<file path="src/rtl/alu_ctrl_pkg.sv">
// Shared definitions for the two-port ALU arbiter controller: function codes,
// flag bit positions and controller states.
package alu_ctrl_pkg;

    localparam logic [3:0] FN_ADD = 4'b0000;
    localparam logic [3:0] FN_SUB = 4'b0001;
    localparam logic [3:0] FN_MUL = 4'b0010;
    localparam logic [3:0] FN_DIV = 4'b0011;

    localparam int FLAG_Z = 3;
    localparam int FLAG_C = 2;
    localparam int FLAG_N = 1;
    localparam int FLAG_V = 0;

    typedef enum logic [1:0] {
        ST_IDLE = 2'd0,
        ST_EXEC = 2'd1,
        ST_RESP = 2'd2
    } state_e;

    function automatic logic fn_legal(input logic [3:0] fn);
        return fn inside {FN_ADD, FN_SUB, FN_MUL, FN_DIV};
    endfunction

endpackage

</file>
<file path="src/rtl/alu_arbiter_ctrl_if.sv">
// Bundle of requester, response and shared-ALU signals for alu_arbiter_ctrl.
// slave is the controller's view, master the environment's view.
interface alu_arbiter_ctrl_if;

    logic        req0_valid;
    logic        req0_ready;
    logic [15:0] req0_a;
    logic [15:0] req0_b;
    logic [3:0]  req0_fn;

    logic        req1_valid;
    logic        req1_ready;
    logic [15:0] req1_a;
    logic [15:0] req1_b;
    logic [3:0]  req1_fn;

    logic        rsp0_valid;
    logic        rsp0_ready;
    logic        rsp1_valid;
    logic        rsp1_ready;
    logic [15:0] rsp_data;
    logic [3:0]  rsp_flags;
    logic        rsp_err;

    logic [15:0] alu_a;
    logic [15:0] alu_b;
    logic [3:0]  alu_fn;
    logic [15:0] alu_d_out;
    logic        alu_z;
    logic        alu_c;
    logic        alu_n;
    logic        alu_v;

    logic        busy;

    modport slave (
        input  req0_valid, req0_a, req0_b, req0_fn,
        input  req1_valid, req1_a, req1_b, req1_fn,
        output req0_ready, req1_ready,
        output rsp0_valid, rsp1_valid, rsp_data, rsp_flags, rsp_err,
        input  rsp0_ready, rsp1_ready,
        output alu_a, alu_b, alu_fn,
        input  alu_d_out, alu_z, alu_c, alu_n, alu_v,
        output busy
    );

    modport master (
        output req0_valid, req0_a, req0_b, req0_fn,
        output req1_valid, req1_a, req1_b, req1_fn,
        input  req0_ready, req1_ready,
        input  rsp0_valid, rsp1_valid, rsp_data, rsp_flags, rsp_err,
        output rsp0_ready, rsp1_ready,
        input  alu_a, alu_b, alu_fn,
        output alu_d_out, alu_z, alu_c, alu_n, alu_v,
        input  busy
    );

endinterface

</file>
<file path="src/rtl/rr_arb2.sv">
// Two-port round-robin arbiter. Grant is combinational; the pointer flips to
// the other port after every grant so back-to-back contention alternates.
module rr_arb2 (
    input  logic       clk,
    input  logic       rst,
    input  logic       en_i,
    input  logic [1:0] req_i,
    output logic [1:0] gnt_o
);

    logic ptr_q;
    logic ptr_d;

    always_ff @(posedge clk) begin
        if (rst) begin
            ptr_q <= 1'b0;
        end else begin
            ptr_q <= ptr_d;
        end
    end

    always_comb begin
        gnt_o = 2'b00;
        if (en_i) begin
            if (req_i == 2'b11) begin
                gnt_o = ptr_q ? 2'b10 : 2'b01;
            end else begin
                gnt_o = req_i;
            end
        end
    end

    // ptr_q == 1 favours port 1, so granting port 0 hands priority to port 1
    always_comb begin
        ptr_d = ptr_q;
        if (gnt_o != 2'b00) begin
            ptr_d = gnt_o[0];
        end
    end

endmodule

</file>
<file path="src/rtl/alu_arbiter_ctrl.sv">
// Arbitrates two requesters onto one shared combinational ALU, one operation
// at a time, and returns the result to the granted requester.
//
//   state   | meaning
//   IDLE    | waiting; grant one valid requester and latch its operation
//   EXEC    | latched operands on the ALU for one cycle, result captured
//   RESP    | result held for the granted port until it is consumed
module alu_arbiter_ctrl
    import alu_ctrl_pkg::*;
(
    input  logic              clk,
    input  logic              rst,
    alu_arbiter_ctrl_if.slave bus
);

    state_e      state_q;
    state_e      state_d;
    logic [1:0]  gnt;
    logic        rsp_hs;
    logic        port_q;
    logic [15:0] alu_a_q;
    logic [15:0] alu_b_q;
    logic [3:0]  alu_fn_q;
    logic [15:0] rsp_data_q;
    logic [3:0]  rsp_flags_q;
    logic        rsp_err_q;
    logic [3:0]  alu_flags;

    rr_arb2 u_arb (
        .clk   (clk),
        .rst   (rst),
        .en_i  (state_q == ST_IDLE),
        .req_i ({bus.req1_valid, bus.req0_valid}),
        .gnt_o (gnt)
    );

    assign rsp_hs = (state_q == ST_RESP) && (port_q ? bus.rsp1_ready : bus.rsp0_ready);

    always_ff @(posedge clk) begin
        if (rst) begin
            state_q <= ST_IDLE;
        end else begin
            state_q <= state_d;
        end
    end

    always_comb begin
        state_d = state_q;
        unique case (state_q)
            ST_IDLE: if (gnt != 2'b00) state_d = ST_EXEC;
            ST_EXEC: state_d = ST_RESP;
            ST_RESP: if (rsp_hs) state_d = ST_IDLE;
            default: state_d = ST_IDLE;
        endcase
    end

    always_comb begin
        bus.req0_ready = 1'b0;
        bus.req1_ready = 1'b0;
        bus.rsp0_valid = 1'b0;
        bus.rsp1_valid = 1'b0;
        bus.busy       = (state_q != ST_IDLE);
        if (state_q == ST_IDLE) begin
            bus.req0_ready = gnt[0];
            bus.req1_ready = gnt[1];
        end
        if (state_q == ST_RESP) begin
            bus.rsp0_valid = !port_q;
            bus.rsp1_valid = port_q;
        end
    end

    always_comb begin
        alu_flags         = 4'b0000;
        alu_flags[FLAG_Z] = bus.alu_z;
        alu_flags[FLAG_C] = bus.alu_c;
        alu_flags[FLAG_N] = bus.alu_n;
        alu_flags[FLAG_V] = bus.alu_v;
    end

    // The operand registers double as the ALU drive, so they hold between grants.
    always_ff @(posedge clk) begin
        if (rst) begin
            port_q      <= 1'b0;
            alu_a_q     <= 16'h0000;
            alu_b_q     <= 16'h0000;
            alu_fn_q    <= 4'b0000;
            rsp_data_q  <= 16'h0000;
            rsp_flags_q <= 4'b0000;
            rsp_err_q   <= 1'b0;
        end else begin
            if ((state_q == ST_IDLE) && (gnt != 2'b00)) begin
                port_q   <= gnt[1];
                alu_a_q  <= gnt[1] ? bus.req1_a  : bus.req0_a;
                alu_b_q  <= gnt[1] ? bus.req1_b  : bus.req0_b;
                alu_fn_q <= gnt[1] ? bus.req1_fn : bus.req0_fn;
            end
            if (state_q == ST_EXEC) begin
                if (!fn_legal(alu_fn_q)) begin
                    rsp_data_q  <= 16'h0000;
                    rsp_flags_q <= 4'b0000;
                    rsp_err_q   <= 1'b1;
                end else if ((alu_fn_q == FN_DIV) && (alu_b_q == 16'h0000)) begin
                    rsp_data_q  <= 16'hFFFF;
                    rsp_flags_q <= 4'b0000;
                    rsp_err_q   <= 1'b1;
                end else begin
                    rsp_data_q  <= bus.alu_d_out;
                    rsp_flags_q <= alu_flags;
                    rsp_err_q   <= 1'b0;
                end
            end
        end
    end

    assign bus.alu_a     = alu_a_q;
    assign bus.alu_b     = alu_b_q;
    assign bus.alu_fn    = alu_fn_q;
    assign bus.rsp_data  = rsp_data_q;
    assign bus.rsp_flags = rsp_flags_q;
    assign bus.rsp_err   = rsp_err_q;

endmodule

</file>
<file path="src/flat_wrapper.sv">
// flat-port wrapper written by rule: the top's interface ports become plain ports
module alu_arbiter_ctrl_flat import alu_ctrl_pkg::*;
  (clk, rst, bus_req0_valid, bus_req0_a, bus_req0_b, bus_req0_fn, bus_req1_valid, bus_req1_a, bus_req1_b, bus_req1_fn, bus_req0_ready, bus_req1_ready, bus_rsp0_valid, bus_rsp1_valid, bus_rsp_data, bus_rsp_flags, bus_rsp_err, bus_rsp0_ready, bus_rsp1_ready, bus_alu_a, bus_alu_b, bus_alu_fn, bus_alu_d_out, bus_alu_z, bus_alu_c, bus_alu_n, bus_alu_v, bus_busy);
  alu_arbiter_ctrl_if bus_i ();
  input  logic clk;
  input  logic rst;
  input wire logic [$bits(bus_i.req0_valid)-1:0] bus_req0_valid;
  input wire logic [$bits(bus_i.req0_a)-1:0] bus_req0_a;
  input wire logic [$bits(bus_i.req0_b)-1:0] bus_req0_b;
  input wire logic [$bits(bus_i.req0_fn)-1:0] bus_req0_fn;
  input wire logic [$bits(bus_i.req1_valid)-1:0] bus_req1_valid;
  input wire logic [$bits(bus_i.req1_a)-1:0] bus_req1_a;
  input wire logic [$bits(bus_i.req1_b)-1:0] bus_req1_b;
  input wire logic [$bits(bus_i.req1_fn)-1:0] bus_req1_fn;
  output wire logic [$bits(bus_i.req0_ready)-1:0] bus_req0_ready;
  output wire logic [$bits(bus_i.req1_ready)-1:0] bus_req1_ready;
  output wire logic [$bits(bus_i.rsp0_valid)-1:0] bus_rsp0_valid;
  output wire logic [$bits(bus_i.rsp1_valid)-1:0] bus_rsp1_valid;
  output wire logic [$bits(bus_i.rsp_data)-1:0] bus_rsp_data;
  output wire logic [$bits(bus_i.rsp_flags)-1:0] bus_rsp_flags;
  output wire logic [$bits(bus_i.rsp_err)-1:0] bus_rsp_err;
  input wire logic [$bits(bus_i.rsp0_ready)-1:0] bus_rsp0_ready;
  input wire logic [$bits(bus_i.rsp1_ready)-1:0] bus_rsp1_ready;
  output wire logic [$bits(bus_i.alu_a)-1:0] bus_alu_a;
  output wire logic [$bits(bus_i.alu_b)-1:0] bus_alu_b;
  output wire logic [$bits(bus_i.alu_fn)-1:0] bus_alu_fn;
  input wire logic [$bits(bus_i.alu_d_out)-1:0] bus_alu_d_out;
  input wire logic [$bits(bus_i.alu_z)-1:0] bus_alu_z;
  input wire logic [$bits(bus_i.alu_c)-1:0] bus_alu_c;
  input wire logic [$bits(bus_i.alu_n)-1:0] bus_alu_n;
  input wire logic [$bits(bus_i.alu_v)-1:0] bus_alu_v;
  output wire logic [$bits(bus_i.busy)-1:0] bus_busy;
  assign bus_i.req0_valid = bus_req0_valid;
  assign bus_i.req0_a = bus_req0_a;
  assign bus_i.req0_b = bus_req0_b;
  assign bus_i.req0_fn = bus_req0_fn;
  assign bus_i.req1_valid = bus_req1_valid;
  assign bus_i.req1_a = bus_req1_a;
  assign bus_i.req1_b = bus_req1_b;
  assign bus_i.req1_fn = bus_req1_fn;
  assign bus_req0_ready = bus_i.req0_ready;
  assign bus_req1_ready = bus_i.req1_ready;
  assign bus_rsp0_valid = bus_i.rsp0_valid;
  assign bus_rsp1_valid = bus_i.rsp1_valid;
  assign bus_rsp_data = bus_i.rsp_data;
  assign bus_rsp_flags = bus_i.rsp_flags;
  assign bus_rsp_err = bus_i.rsp_err;
  assign bus_i.rsp0_ready = bus_rsp0_ready;
  assign bus_i.rsp1_ready = bus_rsp1_ready;
  assign bus_alu_a = bus_i.alu_a;
  assign bus_alu_b = bus_i.alu_b;
  assign bus_alu_fn = bus_i.alu_fn;
  assign bus_i.alu_d_out = bus_alu_d_out;
  assign bus_i.alu_z = bus_alu_z;
  assign bus_i.alu_c = bus_alu_c;
  assign bus_i.alu_n = bus_alu_n;
  assign bus_i.alu_v = bus_alu_v;
  assign bus_busy = bus_i.busy;
  alu_arbiter_ctrl u_core (.clk(clk), .rst(rst), .bus(bus_i));
endmodule
</file>
<file path="config.mk">
export PLATFORM = sky130hd
export DESIGN_NAME = alu_arbiter_ctrl_flat
export DESIGN_NICKNAME = d
export VERILOG_FILES = /design/src/rtl/alu_ctrl_pkg.sv /design/src/rtl/alu_arbiter_ctrl_if.sv /design/src/rtl/rr_arb2.sv /design/src/rtl/alu_arbiter_ctrl.sv /design/src/flat_wrapper.sv
export SDC_FILE = /design/constraint.sdc
export NUM_CORES = 1
export LEC_CHECK = 0
export ABC_AREA = 1
export BUFFER_PORTS_ARGS = -buffer_cell sky130_fd_sc_hd__buf_2
export CORE_ASPECT_RATIO = 0.75
export CORE_MARGIN = 2
export CORE_UTILIZATION = 45
export DETAILED_ROUTE_END_ITERATION = 6
export GPL_TIMING_DRIVEN = 0
export PLACE_DENSITY = 0.8
export RECOVER_POWER = 25
export REMOVE_ABC_BUFFERS = 1
export SYNTH_ARGS = -nofsm -noshare
export SYNTH_HDL_FRONTEND = slang
export SYNTH_SLANG_ARGS = --single-unit
</file>
<file path="constraint.sdc">
create_clock -name clk -period 1.4 [get_ports clk]
set_input_delay 0.07 -clock clk [delete_from_list [all_inputs] [get_ports clk]]
set_output_delay 0.07 -clock clk [all_outputs]
set_load 0.02 [all_outputs]
</file>
==> flow_metrics.tcl, run 1 <==
set metrics [dict create \
    leakage_nw 2.63 \
    final_antenna_net_count 0 \
    die_area_um2 7550 \
    switchingPower_w 0.00210 \
    gp_congestion 0.784 \
    post-route-cell-area_um2 4760 \
    detailroute.via_count 3672 \
    critical_path.slowest_cell "sky130_fd_sc_hd__dfxtp_2" \
    critical_path.max_fanout 5 \
    startpoint_to_endpoint_class_of_the_critical_path "flip-flop to flip-flop" \
    fmax_mhz 707 \
    post_placement_cell_area_um2 3800 \
    combinationalPowerShare_pct 39.1 \
    startpoint "u_core.state_q[0]$_SDFFE_PP0P_" \
    timing_max_transition_violations_final 0 \
    p_sw_share_pct 37.6 \
    detail_route.drc_violations 1 \
    first_iter_violations 233 \
    setup_slack_ps -15.2 \
    worst_relative_slew_slack_pct 13.9 \
    routedWlPerCell_um 13.9 \
    critical_path.most_common_cell "sky130_fd_sc_hd__nor2_8" \
    clkLatencyLatePin_ps 330 \
    first_global_vias 3096 \
    number_of_register_bits_inferred_by_synthesis 61 \
    vias_per_cell 4.83 \
    worst_ep_required_time_ps 1680 \
    clock_skew_ps 5.48 \
    grt_max_degree 62 \
    critical-path-max-stage-delay_ps 340 \
    pin_count 160 \
    post_synthesis_cell_count 482 \
    worstSetupEndpointType "flip-flop" \
    outcome "complete, but fails checks" \
    tritoncts "built" \
    finalHoldViolCount 0 \
    synth.avg_cell_area_um2 6.41 \
    final-setup-viol-count 4 \
    r2r_slack_ps -20 \
    arrival_ps 1690 \
    period_share_pct 101 \
    cts.clk_slew.worst_paths_ps 60 \
    grt_pass1_wl_mm 14.8 \
    rr_endpoint "u_core.bus.alu_b[6]$_SDFFE_PP0P_" \
    ys_types 22 \
    yosysWarningCount 0 \
    finish.net_count 773 \
    pwr-share-clk_pct 23.4 \
    post_synth_instance_area_um2 3090 \
    dp.final_hpwl_mm 5.22 \
    worst_r2r_path_depth 9 \
    grt_remaining_overflow 0 \
    io_buffer_count 159 \
    p_seq_share_pct 37.5 \
    die_h_um 75.8 \
    drt-total-wl_mm 10.6 \
    violations "design-rule violations, negative setup slack" \
    design_power_total_w 0.00559 \
    antenna_found_initial 0 \
    cts.sink_count 61 \
    tightestPinTransition_ps 1290 \
    dieWidth_um 99.7 \
    detailedRoute.firstPassIterationCount 6 \
    drv_cap 0 \
    worst_setup_path_endpoint "u_core.bus.alu_b[6]$_SDFFE_PP0P_" \
    grt_setup_unrepaired "yes" \
    htreeDepth 3 \
    p_per_area_nw_per_um2 1170 \
    vdd.ir_drop.worst_v 0.000584 \
    initial_utilization_pct 45.9 \
    timing.critical_path.cells "nor2_4 -> inv_4 -> nor2_8 -> buf_6 -> nor2_8 -> clkbuf_16 -> a21oi_1 -> o21ai_1 -> inv_1" \
    cts-root-buf "sky130_fd_sc_hd__clkbuf_8" \
    holdCritPathClass "input port to flip-flop" \
    design.core.area_um2 6730 \
    grtUsageTotal_pct 25.2 \
    startpoint_type "flip-flop" \
    finalWorstPathRequiredPeriod_ps 1420 \
    cts-buffers-inserted 9 \
    antenna_diode_instance_count 0 \
    dpl_worst_slack_ps -938 \
    cts_buffer_depth 2 \
    layout-drive-gt1-share_pct 37.7 \
    cell_internal_power_dissipation_w 0.00349 \
    rows 26 \
    regToRegStartpoint "u_core.state_q[0]$_SDFFE_PP0P_" \
    synthToLayoutAreaGrowth_pct 53.9 \
    ys_seq_area_share_pct 39.5 \
]
## synthesized netlist by cell type (all sizes together)
library cell / number / area [µm²]
nand2: 173 / 649
inv: 96 / 363
dfxtp: 61 / 1220
a21oi: 60 / 300
o21ai: 36 / 180
buf: 21 / 164
nor2: 18 / 110
clkbuf: 7 / 26.3
nand3: 6 / 42.5
nor3: 3 / 26.3
o21bai: 1 / 7.51
## layout by cell type, fill, tap and decap left out
cell type,count
sky130_fd_sc_hd__nand2_1,161
sky130_fd_sc_hd__buf_2,142
sky130_fd_sc_hd__inv_1,92
sky130_fd_sc_hd__dfxtp_1,56
sky130_fd_sc_hd__a21oi_1,47
sky130_fd_sc_hd__o21ai_1,36
sky130_fd_sc_hd__buf_4,18
sky130_fd_sc_hd__clkbuf_1,16
sky130_fd_sc_hd__a21oi_2,12
sky130_fd_sc_hd__nand2_2,11
sky130_fd_sc_hd__clkbuf_8,10
sky130_fd_sc_hd__nand3_4,9
sky130_fd_sc_hd__nor2_4,8
sky130_fd_sc_hd__nor2_1,8
sky130_fd_sc_hd__buf_6,8
sky130_fd_sc_hd__buf_12,8
sky130_fd_sc_hd__nor2_2,3
sky130_fd_sc_hd__nand3_2,3
sky130_fd_sc_hd__clkinv_2,3
sky130_fd_sc_hd__dfxtp_2,3
sky130_fd_sc_hd__inv_4,2
sky130_fd_sc_hd__nor2_8,2
sky130_fd_sc_hd__inv_8,2
sky130_fd_sc_hd__nor3_4,2
sky130_fd_sc_hd__nand3_1,2
sky130_fd_sc_hd__nor3_1,2
sky130_fd_sc_hd__dfxtp_4,2
sky130_fd_sc_hd__inv_2,1
sky130_fd_sc_hd__nand2_4,1
sky130_fd_sc_hd__inv_16,1
sky130_fd_sc_hd__a21oi_4,1
sky130_fd_sc_hd__o21bai_1,1
sky130_fd_sc_hd__inv_6,1
sky130_fd_sc_hd__clkbuf_16,1
sky130_fd_sc_hd__dlygate4sd3_1,1
sky130_fd_sc_hd__buf_8,1
## layout make-up
type	count	area (µm²)
Inverter	96	387
Clock inverter	3	15.0
Sequential cell	61	1230
Timing Repair inverter	3	26.3
Timing Repair Buffer	195	1210
Fill cell	593	1980
Multi-Input combinational cell	309	1650
Clock buffer	10	138
Tap cell	84	105
## worst min-delay path by stage
stage	startpoint	end	slack, ps	cells past startpoint
4_1_cts	bus_alu_n	u_core.bus.rsp_flags[1]$_SDFFE_PP0N_	2	3
3_5_place_dp	bus_req1_a[15]	u_core.bus.alu_a[15]$_SDFFE_PP0P_	360	5
3_3_place_gp	bus_req1_a[15]	u_core.bus.alu_a[15]$_SDFFE_PP0P_	340	5
2_1_floorplan	rst	u_core.bus.rsp_data[0]$_SDFFE_PP0N_	140	1
5_1_grt	bus_alu_n	u_core.bus.rsp_flags[1]$_SDFFE_PP0N_	20	3
6_report	bus_alu_v	u_core.bus.rsp_flags[0]$_SDFFE_PP0N_	10	3
## per-layer routing
layer | GRT usage (%) | vias up | part of all wire (%)
met5 | 0 | - | 0
met4 | 8.83 | 0 | 1.8
met3 | 8.81 | 17 | 8.0
met2 | 42.0 | 160 | 48
met1 | 31.1 | 1640 | 42
li1 | - | 1855 | -
## power by group through the flow
stage                     Sequential (W)  Clock [W]  Combinational, W
after detailed placement         0.00211          0           0.00145
after floorplan                  0.00235          0          0.000682
final                            0.00210    0.00130           0.00218
after global routing             0.00212    0.00139           0.00237
after global placement           0.00210          0           0.00142
after CTS                        0.00209    0.00133           0.00189
## cell families (layout without fill, tap and decap cells)
group | count (synthesis) | count (layout) | synth area share (%)
buffers and inverters | 124 | 307 | 17.9
and+or+nand+nor | 200 | 212 | 26.8
DFF | 61 | 61 | 39.5
AOI/OAI and AO/OA | 97 | 97 | 15.8
## flip-flops by register name, summed over array words and instances (netlist names)
signal / cells
u_core.bus.rsp_err: 1
u_core.port_q: 1
u_core.bus.rsp_flags: 4
u_core.bus.rsp_data: 16
u_core.bus.alu_fn: 4
u_core.bus.alu_b: 16
u_core.u_arb.ptr_q: 1
u_core.state_q: 2
u_core.bus.alu_a: 16
## worst max-delay path, delay by kind of cell (launching register included)
family	cells	cell delay [ps]
simple gates	3	370
flops	1	340
buf+inv	4	410
compound gates	2	230
## what timing repair did
item | CTS | global route
gates resized for setup | 24 | 58
setup endpoints to repair | 59 | 59
hold buffers | 0 | 1
buffers inserted | 20 | 14
gates cloned | 9 | 7
pin swaps | 10 | 7
hold endpoints to repair | 0 | 1
## metrics by stage
stage	TNS [ps]	instances	hold slack, ps	utilization (%)
floorplan	-16660	454	139	-
global placement	-37980	697	345	56.4
detailed placement	-40820	697	357	56.4
CTS	0	739	2.43	65.2
global route	-3200	761	15.6	70.6
finish	-23.9	761	14.1	70.6
(Power assumes the default switching activity.)
==> inputs of run 2 (changes only) <==
--- a/config.mk
+++ b/config.mk
@@ -6,13 +6,12 @@
 export NUM_CORES = 1
 export LEC_CHECK = 0
 export ABC_AREA = 1
-export BUFFER_PORTS_ARGS = -buffer_cell sky130_fd_sc_hd__buf_2
 export CORE_ASPECT_RATIO = 0.75
 export CORE_MARGIN = 2
 export CORE_UTILIZATION = 45
 export DETAILED_ROUTE_END_ITERATION = 6
+export DONT_BUFFER_PORTS = 1
 export GPL_TIMING_DRIVEN = 0
-export PLACE_DENSITY = 0.8
 export RECOVER_POWER = 25
 export REMOVE_ABC_BUFFERS = 1
 export SYNTH_ARGS = -nofsm -noshare
==> flow_metrics.tcl, run 2 (synthesis results as in run 1) <==
set metrics [dict create \
    placed_cells 538 \
    finalHoldViolCount 60 \
    clock_skew_ps 9.64 \
    finish.net_count 604 \
    final_common_cell "sky130_fd_sc_hd__nand2_1" \
    detailroute.via_count 2997 \
    antenna_diode_instance_count 0 \
    die_area_um2 7550 \
    layout.filler_cells 690 \
    first_global_vias 2579 \
    critical_path.max_fanout 16 \
    final_antenna_net_count 0 \
    cts-root-buf "sky130_fd_sc_hd__clkbuf_8" \
    vdd.ir_drop.worst_v 0.000742 \
    finalWorstPathRequiredPeriod_ps 1460 \
    worstSetupEndpointType "flip-flop" \
    setup_slack_ps -62.7 \
    worst_relative_slew_slack_pct 74.6 \
    regToRegStartpoint "u_core.state_q[1]$_SDFFE_PP0P_" \
    p_per_area_nw_per_um2 1390 \
    first_iter_violations 97 \
    htreeDepth 3 \
    grt_remaining_overflow 0 \
    design_power_total_w 0.00529 \
    fmax_mhz 684 \
    layout-drive-gt1-share_pct 18.8 \
    detail_route.drc_violations 0 \
    post_layout_nonfiller_instances 595 \
    detailedRoute.firstPassIterationCount 4 \
    die_h_um 75.8 \
    arrival_ps 1740 \
    startpoint_to_endpoint_class_of_the_critical_path "flip-flop to flip-flop" \
    grt_max_degree 62 \
    cts.clk_slew.worst_paths_ps 70 \
    io_buffer_count 0 \
    worst_ep_required_time_ps 1680 \
    worst_r2r_path_depth 8 \
    routed-wl-met3_um 723 \
    synthToLayoutAreaGrowth_pct 22.9 \
    dieWidth_um 99.7 \
    outcome "complete, but fails checks" \
    final-setup-viol-count 36 \
    grt_setup_unrepaired "yes" \
    drv_cap 0 \
    drt-total-wl_mm 9.32 \
    leakage_nw 1.93 \
    routedLengthMet1_mm 3.97 \
    hold_path_startpoint "rst" \
    tightestPinTransition_ps 380 \
    antenna_found_initial 0 \
    clkLatencyLatePin_ps 340 \
    gp_congestion 0.757 \
    cts_buffer_depth 2 \
    timing_max_transition_violations_final 0 \
    holdCritPathClass "input port to flip-flop" \
    pin_count 160 \
    cts.sink_count 61 \
    met2WireLength_mm 4.54 \
    startpoint_type "flip-flop" \
    commonest_cells_after_routing_fill_and_taps_aside "172 x sky130_fd_sc_hd__nand2_1, 93 x sky130_fd_sc_hd__inv_1, 55 x sky130_fd_sc_hd__dfxtp_1" \
    dp.final_hpwl_mm 4.57 \
    startpoint "u_core.state_q[1]$_SDFFE_PP0P_" \
    routedWlPerCell_um 15.7 \
    design.core.area_um2 6730 \
    cts_hold_buf 1 \
    tritoncts "built" \
    whs_path_depth 1 \
    cts-buffers-inserted 9 \
    period_share_pct 104 \
    rows 26 \
    grtUsageTotal_pct 23.7 \
    vias_per_cell 5.04 \
    initial_utilization_pct 45.9 \
    violations "negative hold slack, negative setup slack" \
    hold_ws_ps -204 \
    grt_pass1_wl_mm 13.4 \
    topRoutingLayerUsed "met4" \
]
run 2: changes by cell type in the layout (fill, tap and decap cells not counted), moves of 4 or more:
cell / before / now
sky130_fd_sc_hd__o21ai_1: 36 / 26
sky130_fd_sc_hd__buf_12: 8 / 3
sky130_fd_sc_hd__clkbuf_1: 16 / 1
sky130_fd_sc_hd__buf_6: 8 / 4
sky130_fd_sc_hd__buf_2: 142 / 0
sky130_fd_sc_hd__o21ai_2: 0 / 10
sky130_fd_sc_hd__nand2_2: 11 / 0
sky130_fd_sc_hd__nand2_1: 161 / 172
run 2: final timing paths:
kind | endpoint | slack, ps
max | u_core.bus.alu_b[10]$_SDFFE_PP0P_ | -60
min | u_core.state_q[1]$_SDFFE_PP0P_ | -200
max reg2reg | u_core.bus.alu_b[10]$_SDFFE_PP0P_ | -60
min reg2reg | u_core.u_arb.ptr_q$_SDFFE_PP0P_ | 490
run 2: layout make-up:
class | instances | area [µm²] | share of cell area [%]
inverter | 96 | 382 | 10.0
clock buffer | 10 | 128 | 3.36
clock inverter | 6 | 63.8 | 1.68
timing repair inverter | 3 | 28.8 | 0.758
tap | 84 | 105 | 2.77
sequential | 61 | 1230 | 32.4
multi-input combinational | 308 | 1600 | 42.2
timing repair buffer | 27 | 258 | 6.79
run 2: through the flow:
step	setup TNS, ps	setup WS, ps	hold slack [ps]	utilization (%)	instance area (µm²)
after floorplan	-16660	-428	139	-	2900
after global placement	-40860	-867	144	44.6	3010
after detailed placement	-43580	-932	146	44.6	3010
after CTS	-138	-22.2	-222	54.1	3640
after global routing	-5610	-153	-227	56.4	3800
final	-1030	-62.7	-204	56.4	3800
run 2: where the power goes:
group	switching, W	internal (W)	total (W)
Clock	0.000714	0.000818	0.00153
Combinational	0.000842	0.000531	0.00137
Sequential	0.000426	0.00195	0.00238
Total	0.00198	0.00330	0.00529
run 2: routing by layer:
metal,GRT usage [%],vias up
met2,40.8,118
met3,8.62,10
met5,0,-
met4,5.94,0
li1,-,1524
met1,28.8,1345
run 2: critical path, stage by stage (launching register included):
cell and delay (ps):
sky130_fd_sc_hd__dfxtp_2 350, sky130_fd_sc_hd__nor2_4 170, sky130_fd_sc_hd__inv_4 90, sky130_fd_sc_hd__nor2_8 310
sky130_fd_sc_hd__nor2_8 50, sky130_fd_sc_hd__buf_12 160, sky130_fd_sc_hd__a21oi_1 150, sky130_fd_sc_hd__o21ai_2 70
sky130_fd_sc_hd__inv_1 50
run 2: repair_timing:
action	4_1_cts	5_1_grt
setup endpoints to repair	59	59
pin swaps	27	8
hold endpoints to repair	61	60
gates resized for setup	45	22
gates cloned	13	1
setup buffers	18	8
